--- src/rtl/spi_master.sv ---
// spi_master: mode-3 (CPOL=1, CPHA=1) SPI controller.
// Bytes taken on the out_data valid/ready port are shifted out MSB first on
// SPI_out. SPI_in is captured at the same time, and each received byte is
// presented as a one-cycle in_data_valid pulse.
// Optional feature: define SPI_MASTER_BURST_EN so that the NEXT state also
// accepts a byte, which continues the frame with SPI_not_chip_select held low.
module spi_master #(
    parameter int CLOCK_DIVIDER = 4,
    parameter int CS_SETUP      = 2,
    parameter int CS_IDLE       = 2
) (
    input  logic       clock,
    input  logic       reset,
    output logic       SPI_clock,
    output logic       SPI_out,
    input  logic       SPI_in,
    output logic       SPI_not_chip_select,
    input  logic       out_data_valid,
    input  logic [7:0] out_data,
    output logic       out_data_ready,
    output logic       in_data_valid,
    output logic [7:0] in_data,
    output logic       active
);

    typedef enum logic [2:0] {
        S_IDLE,
        S_SETUP,
        S_LOW,
        S_HIGH,
        S_NEXT,
        S_GAP
    } state_t;

    // The phase counter is loaded with (length - 1) and counts down to zero.
    localparam logic [7:0] DIV_LAST   = 8'(CLOCK_DIVIDER - 1);
    localparam logic [7:0] SETUP_LAST = 8'(CS_SETUP - 1);
    localparam logic [7:0] IDLE_LAST  = 8'(CS_IDLE - 1);

    state_t     state_q, state_d;
    logic [7:0] phase_q, phase_d;
    logic [2:0] bit_q, bit_d;
    logic [7:0] tx_q, tx_d;
    logic [7:0] rx_q, rx_d;
    logic       sclk_q, sclk_d;
    logic       spi_out_q, spi_out_d;
    logic       ncs_q, ncs_d;
    logic       in_valid_q, in_valid_d;
    logic [7:0] in_data_q, in_data_d;
    logic       accept;

    // out_data_ready is decoded directly from the state register.
`ifdef SPI_MASTER_BURST_EN
    assign out_data_ready = (state_q == S_IDLE) || (state_q == S_NEXT);
`else
    assign out_data_ready = (state_q == S_IDLE);
`endif

    assign accept              = out_data_valid && out_data_ready;
    assign SPI_clock           = sclk_q;
    assign SPI_out             = spi_out_q;
    assign SPI_not_chip_select = ncs_q;
    assign active              = ~ncs_q;
    assign in_data_valid       = in_valid_q;
    assign in_data             = in_data_q;

    // Next-state logic: phase sequencing, shifting and output values.
    always_comb begin
        state_d    = state_q;
        phase_d    = phase_q;
        bit_d      = bit_q;
        tx_d       = tx_q;
        rx_d       = rx_q;
        sclk_d     = sclk_q;
        spi_out_d  = spi_out_q;
        ncs_d      = ncs_q;
        in_valid_d = 1'b0;
        in_data_d  = in_data_q;

        unique case (state_q)
            S_IDLE: begin
                if (accept) begin
                    tx_d      = out_data;
                    bit_d     = 3'd0;
                    phase_d   = SETUP_LAST;
                    ncs_d     = 1'b0;
                    spi_out_d = out_data[7];
                    state_d   = S_SETUP;
                end
            end
            S_SETUP: begin
                if (phase_q == 8'd0) begin
                    sclk_d  = 1'b0;
                    phase_d = DIV_LAST;
                    state_d = S_LOW;
                end else begin
                    phase_d = phase_q - 8'd1;
                end
            end
            S_LOW: begin
                if (phase_q == 8'd0) begin
                    // Sample MISO on the cycle that produces the rising edge.
                    rx_d    = {rx_q[6:0], SPI_in};
                    sclk_d  = 1'b1;
                    phase_d = DIV_LAST;
                    state_d = S_HIGH;
                end else begin
                    phase_d = phase_q - 8'd1;
                end
            end
            S_HIGH: begin
                if (phase_q == 8'd0) begin
                    if (bit_q != 3'd7) begin
                        tx_d      = {tx_q[6:0], 1'b0};
                        spi_out_d = tx_q[6];
                        bit_d     = bit_q + 3'd1;
                        sclk_d    = 1'b0;
                        phase_d   = DIV_LAST;
                        state_d   = S_LOW;
                    end else begin
                        in_data_d  = rx_q;
                        in_valid_d = 1'b1;
                        state_d    = S_NEXT;
                    end
                end else begin
                    phase_d = phase_q - 8'd1;
                end
            end
            S_NEXT: begin
                // accept can only be true here when bursting is enabled.
                if (accept) begin
                    tx_d      = out_data;
                    bit_d     = 3'd0;
                    sclk_d    = 1'b0;
                    spi_out_d = out_data[7];
                    phase_d   = DIV_LAST;
                    state_d   = S_LOW;
                end else begin
                    ncs_d     = 1'b1;
                    spi_out_d = 1'b1;
                    phase_d   = IDLE_LAST;
                    state_d   = S_GAP;
                end
            end
            S_GAP: begin
                if (phase_q == 8'd0) begin
                    state_d = S_IDLE;
                end else begin
                    phase_d = phase_q - 8'd1;
                end
            end
            default: begin
                state_d = S_IDLE;
            end
        endcase
    end

    // State and output registers with synchronous reset.
    always_ff @(posedge clock) begin
        if (reset) begin
            state_q    <= S_IDLE;
            phase_q    <= 8'd0;
            bit_q      <= 3'd0;
            tx_q       <= 8'd0;
            rx_q       <= 8'd0;
            sclk_q     <= 1'b1;
            spi_out_q  <= 1'b1;
            ncs_q      <= 1'b1;
            in_valid_q <= 1'b0;
            in_data_q  <= 8'd0;
        end else begin
            state_q    <= state_d;
            phase_q    <= phase_d;
            bit_q      <= bit_d;
            tx_q       <= tx_d;
            rx_q       <= rx_d;
            sclk_q     <= sclk_d;
            spi_out_q  <= spi_out_d;
            ncs_q      <= ncs_d;
            in_valid_q <= in_valid_d;
            in_data_q  <= in_data_d;
        end
    end

endmodule
--- config.mk ---
export PLATFORM = sky130hd
export DESIGN_NAME = spi_master
export DESIGN_NICKNAME = d
export VERILOG_FILES = /design/src/rtl/spi_master.sv
export SDC_FILE = /design/constraint.sdc
export NUM_CORES = 1
export LEC_CHECK = 0
export CAP_MARGIN = 15
export CORE_ASPECT_RATIO = 1.25
export CORE_UTILIZATION = 31
export CTS_CLUSTER_DIAMETER = 60
export DETAILED_ROUTE_END_ITERATION = 10
export HOLD_SLACK_MARGIN = 0.06
export PLACE_DENSITY_LB_ADDON = 0.05
export SLEW_MARGIN = 20
export SYNTH_ARGS = -nofsm -noshare
export SYNTH_HDL_FRONTEND = slang
export SYNTH_SLANG_ARGS = --single-unit
--- constraint.sdc ---
create_clock -name clock -period 3.1 [get_ports clock]
set_input_delay 0.62 -clock clock [delete_from_list [all_inputs] [get_ports clock]]
set_output_delay 0.62 -clock clock [all_outputs]
set_load 0.01 [all_outputs]
==> results.ini, run 1 <==
[detailed_routing]
drtPass1Iterations=4
routed_wl_mm=4.456
vias=1612
drt_iter0_drc=68
drc=0
routedWlPerCell_um=13.63
vias_per_cell=4.930
ant_nets=0

[timing]
max-slew-margin-rel_pct=49.43
hold_viol_final=0
rsz0062_at_grt=no
whs_ns=0.4553
worst_pin_slew_ns=0.7557
drv_slew=0
finalCriticalPeriod_ns=2.662
fin_crit_sh_pct=85.88
finalSetupViolCount=0
finalSetupTns_ns=0
skew_ns=0.01079
max_freq_mhz=375.6

[global_routing]
antenna_found_initial=0
grt_usage_pct=14.84
grt-ovfl-total=0
grt_first_pass_wirelength_mm=7.362
grt_pass1_vias=1517
grt_max_degree=19

[clock_network]
cts_buffers=5
clk_pin_slew_ns=0.08
postCtsResizedCells=0
cts_hold_buf=0
insertion_delay_ns=0.29
cts_tree=built
root_buffer=clkbuf_8
cts.htree.levels=2
postCtsSetupRepairBufs=0
cts_buffer_depth=2
cts_sinks=41

[synth]
syn-cell-area_um2=1897
yosysWarnings=0
synth.avg_cell_area_um2=8.583
synth_edf_count=0
synthFlopType=dfxtp_1
synth_fp_nets=237
synth_async_sr_flop_share_pct=0
synth-seq-cells=41
synthCells=221
synthDistinctLibCells=41
synth-seq-area-share_pct=43.27

[critical_path]
crit_fanout=14
crit_type=reg -> reg
worst_ep_required_time_ns=3.28
reg2regPathDepth=7
critPathBufInv=1
path_cells=inv_1 -> ha_1 -> or4b_1 -> or4_4 -> a21oi_4 -> nor2_1 -> mux2_2
reg2reg_slack_ns=0.44
cp_data_arrival_time_ns=2.84
cpPeakStageDelay_ns=0.57
critPathTopFamily=simple AND/OR/NAND/NOR gates
critPathLaunchType=flop
rr_endpoint=bit_q[0]
reg2reg_from=phase_q[0]
cpMaxStageDelayCell=or4_4
crit_path_end_kind=flop

[power]
powerDensity_nw_per_um2=852.3
power_leakage_nw=0.8018
vdd_drop_max_mv=0.2385

[finish]
area_growth_pct=21.83
drive_gt1_share_pct=8.163
antenna_cells=0
design_area_um2=2311
fin_nets=260

[floorplan]
die-height_um=89.46
die_w_um=71.97
ioPinCount=26
rows=31
initial_core_util_pct=32.39
die-area_um2=6438
coreArea_um2=5857

[placement]
io_buffers=25
placed_area_um2=2227
gp_routability_congestion=0.6792
dp.final_hpwl_mm=3.070

[job]
cap_viol_max_count=0

[worst_hold_path]
hold_class=reg -> reg
hold_end=in_data[6]
min_from=in_data[6]
min_delay_path_depth=2

[status]
outcome=finished, final reports clean

## worst min-delay path: cells and delay by family (launching register included)
kind	cells	cell delay [ns]
flops	1	0.31
simple gates	1	0.05
compound gates	1	0.05
## cell usage in the layout, fill, tap and decap left out, drive strengths merged, types with 2 or more instances in the layout
master	n
dfxtp	41
nand2	30
clkdlybuf4s50	25
nor2	22
a21oi	17
o21ai	14
mux2i	11
inv	9
nor3	8
clkbuf	7
buf	6
a311oi	6
or3	4
nor4	4
ha	4
nor2b	3
a221o	3
o32ai	3
nand2b	3
o31ai	3
nand3	2
a22o	2
nand4	2
or2	2
or4	2
## synth_stat cells (2+ instances only)
| cell type | number | share of area, % |
|---|---|---|
| dfxtp_1 | 41 | 43 |
| or3_1 | 4 | 1.3 |
| buf_2 | 3 | 0.79 |
| nor3_1 | 8 | 2.1 |
| o32ai_1 | 3 | 1.4 |
| mux2i_1 | 11 | 5.8 |
| nand4_1 | 2 | 0.66 |
| o21ai_0 | 14 | 3.7 |
| a21oi_1 | 16 | 4.2 |
| nor2b_1 | 3 | 0.99 |
| clkbuf_1 | 9 | 1.8 |
| a221o_1 | 3 | 1.6 |
| a311oi_1 | 2 | 0.92 |
| a311oi_2 | 4 | 3.2 |
| o31ai_1 | 3 | 1.2 |
| nand2b_1 | 3 | 0.99 |
| buf_1 | 2 | 0.40 |
| ha_1 | 4 | 2.6 |
| nor4_1 | 4 | 1.3 |
| a22o_1 | 2 | 0.92 |
| nor2_1 | 22 | 4.4 |
| inv_1 | 9 | 1.8 |
| nand3_1 | 2 | 0.53 |
| nand2_1 | 30 | 5.9 |
## layout make-up
class,instances,area [um^2]
Clock inverter,1,7.507
Timing Repair Buffer,31,295.3
Tap cell,82,102.6
Fill cell,630,3546
Clock buffer,7,76.32
Multi-Input combinational cell,156,974.7
Inverter,9,33.78
Sequential cell,41,820.8
## cells by family after synthesis
logic type,count (synthesis),synth area share (%)
fa+ha+maj,4,2.639
simple gates,87,22.23
buf+inv,24,5.343
flops,41,43.27
compound gates,53,20.12
mux,12,6.399
## where the power goes
| part | internal [mW] | leakage, nW | total, mW | switching [mW] |
|---|---|---|---|---|
| combinational | 0.365 | 0.430 | 0.892 | 0.528 |
| sequential | 0.625 | 0.334 | 0.729 | 0.103 |
| clock | 0.160 | 0.0385 | 0.349 | 0.189 |
## metal layers
layer | vias up | wire, um | GRT usage (%)
met1 | 754 | 2111 | 18.53
li1 | 829 | - | -
met2 | 25 | 2127 | 25.04
met3 | 4 | 157 | 3.495
met4 | 0 | 60 | 5.348
met5 | - | 0 | 0
## state kept, by name, indices dropped and copies added (netlist names)
signal and count:
bit_q 3, state_q 3, SPI_out 1, rx_q 8
in_data_valid 1, phase_q 8, SPI_clock 1, in_data 8
SPI_not_chip_select 1, tx_q 7
## worst max path at each step
stage	startpoint	end	slack [ns]	cells after the start
2_1_floorplan	phase_q[0]	tx_q[2]	0.79	9
3_3_place_gp	phase_q[0]	bit_q[0]	0.52	7
3_5_place_dp	phase_q[0]	bit_q[0]	0.45	7
4_1_cts	phase_q[0]	bit_q[0]	0.43	7
5_1_grt	phase_q[0]	bit_q[0]	0.30	7
6_report	phase_q[0]	bit_q[0]	0.44	7
## stage by stage
step | power (mW) | utilization [%] | cells | worst slack [ns]
after floorplan | 1.375 | - | 221 | 0.7894
after global placement | 1.638 | 38.03 | 319 | 0.5248
after detailed placement | 1.635 | 38.03 | 319 | 0.4498
after CTS | 1.990 | 39.46 | 327 | 0.4303
after global routing | 2.133 | 39.46 | 327 | 0.3038
final | 1.970 | 39.46 | 327 | 0.4377
(Power assumes the default switching activity.)
==> run 2: changes to the inputs <==
- ABC_AREA: not set -> 1
==> run 2 against run 1 <==
Against the previous run:
- global-route usage rose by 0.26 points
- design area rose by 7.0%
- sequential power up 8.6%
- clock power rose by 52%
- largest power group unchanged
- highest routed layer unchanged
- critical path type is now reg -> out
==> results.ini, run 2 <==
[status]
outcome=finished, final reports clean

[timing]
hold_viol_final=0  ; unchanged
worst_pin_slew_ns=0.3687  ; -0.3870 ns
max_freq_mhz=459.2  ; +22%
finalCriticalPeriod_ns=2.178  ; -0.4848 ns
whs_ns=0.4507  ; -0.004601 ns
finalSetupTns_ns=0  ; unchanged
skew_ns=0.005228  ; -0.005561 ns
drv_slew=0  ; unchanged
fin_crit_sh_pct=70.24  ; -16 points
max-slew-margin-rel_pct=75.36  ; +26 points
finalSetupViolCount=0  ; unchanged
rsz0062_at_grt=no

[floorplan]
coreArea_um2=6206  ; +6.0%
die-height_um=91.96  ; +2.8%
ioPinCount=26  ; unchanged
die-area_um2=6802  ; +5.7%
rows=32  ; +3.2%
die_w_um=73.97  ; +2.8%
initial_core_util_pct=32.34  ; -0.048 points

[placement]
io_buffers=25  ; unchanged
dp.final_hpwl_mm=3.429  ; +12%
gp_routability_congestion=0.7405  ; +9.0%

[global_routing]
antenna_found_initial=0  ; unchanged
grt-ovfl-total=0  ; unchanged
grt_usage_pct=15.11  ; +0.26 points
grt_max_degree=25  ; +6
grt_pass1_vias=1758  ; +16%
grt_first_pass_wirelength_mm=7.879  ; +7.0%

[critical_path]
reg2regPathDepth=11  ; +4
crit_path_end_kind=output pin
crit_type=reg -> out
reg2reg_from=bit_q[0]
path_cells=inv_2 -> nand2_1 -> inv_1 -> clkdlybuf4s50_1
cpMaxStageDelayCell=dfxtp_1
cp_data_arrival_time_ns=1.56  ; -1.28 ns
worst_ep_required_time_ns=2.48  ; -0.80 ns
critPathLaunchType=flop
crit_fanout=8  ; -6
crit_start=state_q[2]
cpPeakStageDelay_ns=0.55  ; -0.02 ns

[synth]
synthDistinctLibCells=26  ; -37%
synth_top_cell_by_area=dfxtp_1
synth_commonest_cells=nor2_1 (64), nand2_1 (56), dfxtp_1 (41), inv_1 (31), nand3_1 (22)
synth-adder-area-share_pct=2.494  ; -0.14 points
synth_async_sr_flop_share_pct=0  ; unchanged
yosysWarnings=0  ; unchanged
synth-simple-area-share_pct=34.10  ; +12 points
synth_compound_area_share_pct=12.66  ; -7.5 points
synth_top_family_by_area=simple AND/OR/NAND/NOR gates
syn-cell-area_um2=2007  ; +5.8%
synthMuxAreaShare_pct=0  ; -6.4 points
synth_xor_area_share_pct=0.4364  ; +0.44 points
synth-seq-cells=41  ; unchanged
synthTopCellsByArea=dfxtp_1 (41%), nor2_1 (12%), nand2_1 (10%), inv_1 (5.8%), nand3_1 (5.5%)
synth_edf_count=0  ; unchanged
yosysMostFrequentCell=nor2_1
synthFlopType=dfxtp_1
synth.avg_cell_area_um2=6.757  ; -21%
synth_top_area_share_pct=40.90  ; -2.4 points
synthCells=297  ; +34%
synth-seq-area-share_pct=40.90  ; -2.4 points
synth_fp_nets=313  ; +32%

[worst_hold_path]
hold_class=reg -> reg
min_from=tx_q[1]
min_delay_path_depth=2  ; unchanged

[clock_network]
root_buffer=clkbuf_8
postCtsResizedCells=0  ; unchanged
clk_pin_slew_ns=0.09  ; about the same
cts_tree=built
cts.htree.levels=2  ; unchanged
insertion_delay_ns=0.30  ; about the same
cts_sinks=41  ; unchanged
cts_buffer_depth=2  ; unchanged
cts_hold_buf=0  ; unchanged
postCtsSetupRepairBufs=0  ; unchanged
cts_buffers=5  ; unchanged

[job]
cap_viol_max_count=0  ; unchanged

[finish]
final_cell_mix=nor2_1 (64), nand2_1 (56), dfxtp_1 (41), inv_1 (31), clkdlybuf4s50_1 (25)
antenna_cells=0  ; unchanged
fillCellCount=701  ; +11%
fin_nets=340  ; +31%
area_growth_pct=23.25
final_common_cell=nor2_1
drive_gt1_share_pct=8.615  ; +0.45 points

[detailed_routing]
vias=1863  ; +16%
drt_iter0_drc=52  ; -24%
routed_wl_mm=4.654  ; +4.4%
drtPass1Iterations=4  ; unchanged
ant_nets=0  ; unchanged
routedWlPerCell_um=11.35  ; -17%
vias_per_cell=4.544  ; -7.8%
drc=0  ; unchanged

[power]
powerDensity_nw_per_um2=988.9  ; +16%
vdd_drop_max_mv=0.3922  ; +64%
power_leakage_nw=1.087  ; +36%

[run 2: per-layer routing]
metal | track usage, % | wire [um] | up-vias | part of all wire [%]
li1 | - | - | 992 | -
met1 | 17.54 | 2136 | 843 | 46
met2 | 26.52 | 2337 | 23 | 50
met3 | 2.967 | 107 | 5 | 2.3
met4 | 5.769 | 72 | 0 | 1.5
met5 | 0 | 0 | - | 0
[run 2: cell families after synthesis]
logic type,count (synthesis)
buffers and inverters,46
DFF,41
and+or+nand+nor,157
xor gates and xnor gates,1
AOI/OAI and AO/OA,48
adders and majority gates,4
[run 2: layout make-up]
| type | instances | area [um^2] | share of cell area (%) |
|---|---|---|---|
| Clock buffer | 5 | 68.82 | 2.782 |
| Sequential cell | 41 | 820.8 | 33.18 |
| Inverter | 39 | 146.4 | 5.918 |
| Clock inverter | 3 | 68.82 | 2.782 |
| Tap cell | 85 | 106.4 | 4.299 |
| Multi-Input combinational cell | 210 | 997.2 | 40.31 |
| Timing Repair Buffer | 27 | 265.3 | 10.72 |
[run 2: worst paths after layout]
kind / end / slack, ns
worst max-delay path: out_data_ready / 0.92
worst min-delay path: tx_q[1] / 0.45
worst max register to register: bit_q[0] / 1.39
worst min register to register: tx_q[1] / 0.45
[run 2: metrics by stage]
| stage | std cells | instance area (um^2) | total power, mW | worst slack [ns] | utilization [%] |
|---|---|---|---|---|---|
| 5_1_grt | 410 | 2474 | 2.683 | 0.8535 | 39.86 |
| 3_5_place_dp | 402 | 2336 | 1.946 | 0.8690 | 37.64 |
| 4_1_cts | 410 | 2474 | 2.483 | 0.9040 | 39.86 |
| 6_report | 410 | 2474 | 2.446 | 0.9225 | 39.86 |
| 2_1_floorplan | 297 | 2007 | 1.671 | 1.520 | - |
| 3_3_place_gp | 402 | 2336 | 1.949 | 0.9166 | 37.64 |
[run 2: power by group]
| group | switching [mW] | leakage [nW] | internal (mW) | total (mW) |
|---|---|---|---|---|
| Clock | 0.206 | 0.0687 | 0.324 | 0.530 |
| Combinational | 0.713 | 0.683 | 0.411 | 1.12 |
| Sequential | 0.109 | 0.335 | 0.684 | 0.792 |
| Total | 1.03 | 1.09 | 1.42 | 2.45 |
[run 2: worst max-delay path: cells and delay by family (launching register included)]
kind	cells	cell delay, ns
buffers and inverters	3	0.63
flip-flops	1	0.55
AND/OR/NAND/NOR	1	0.09
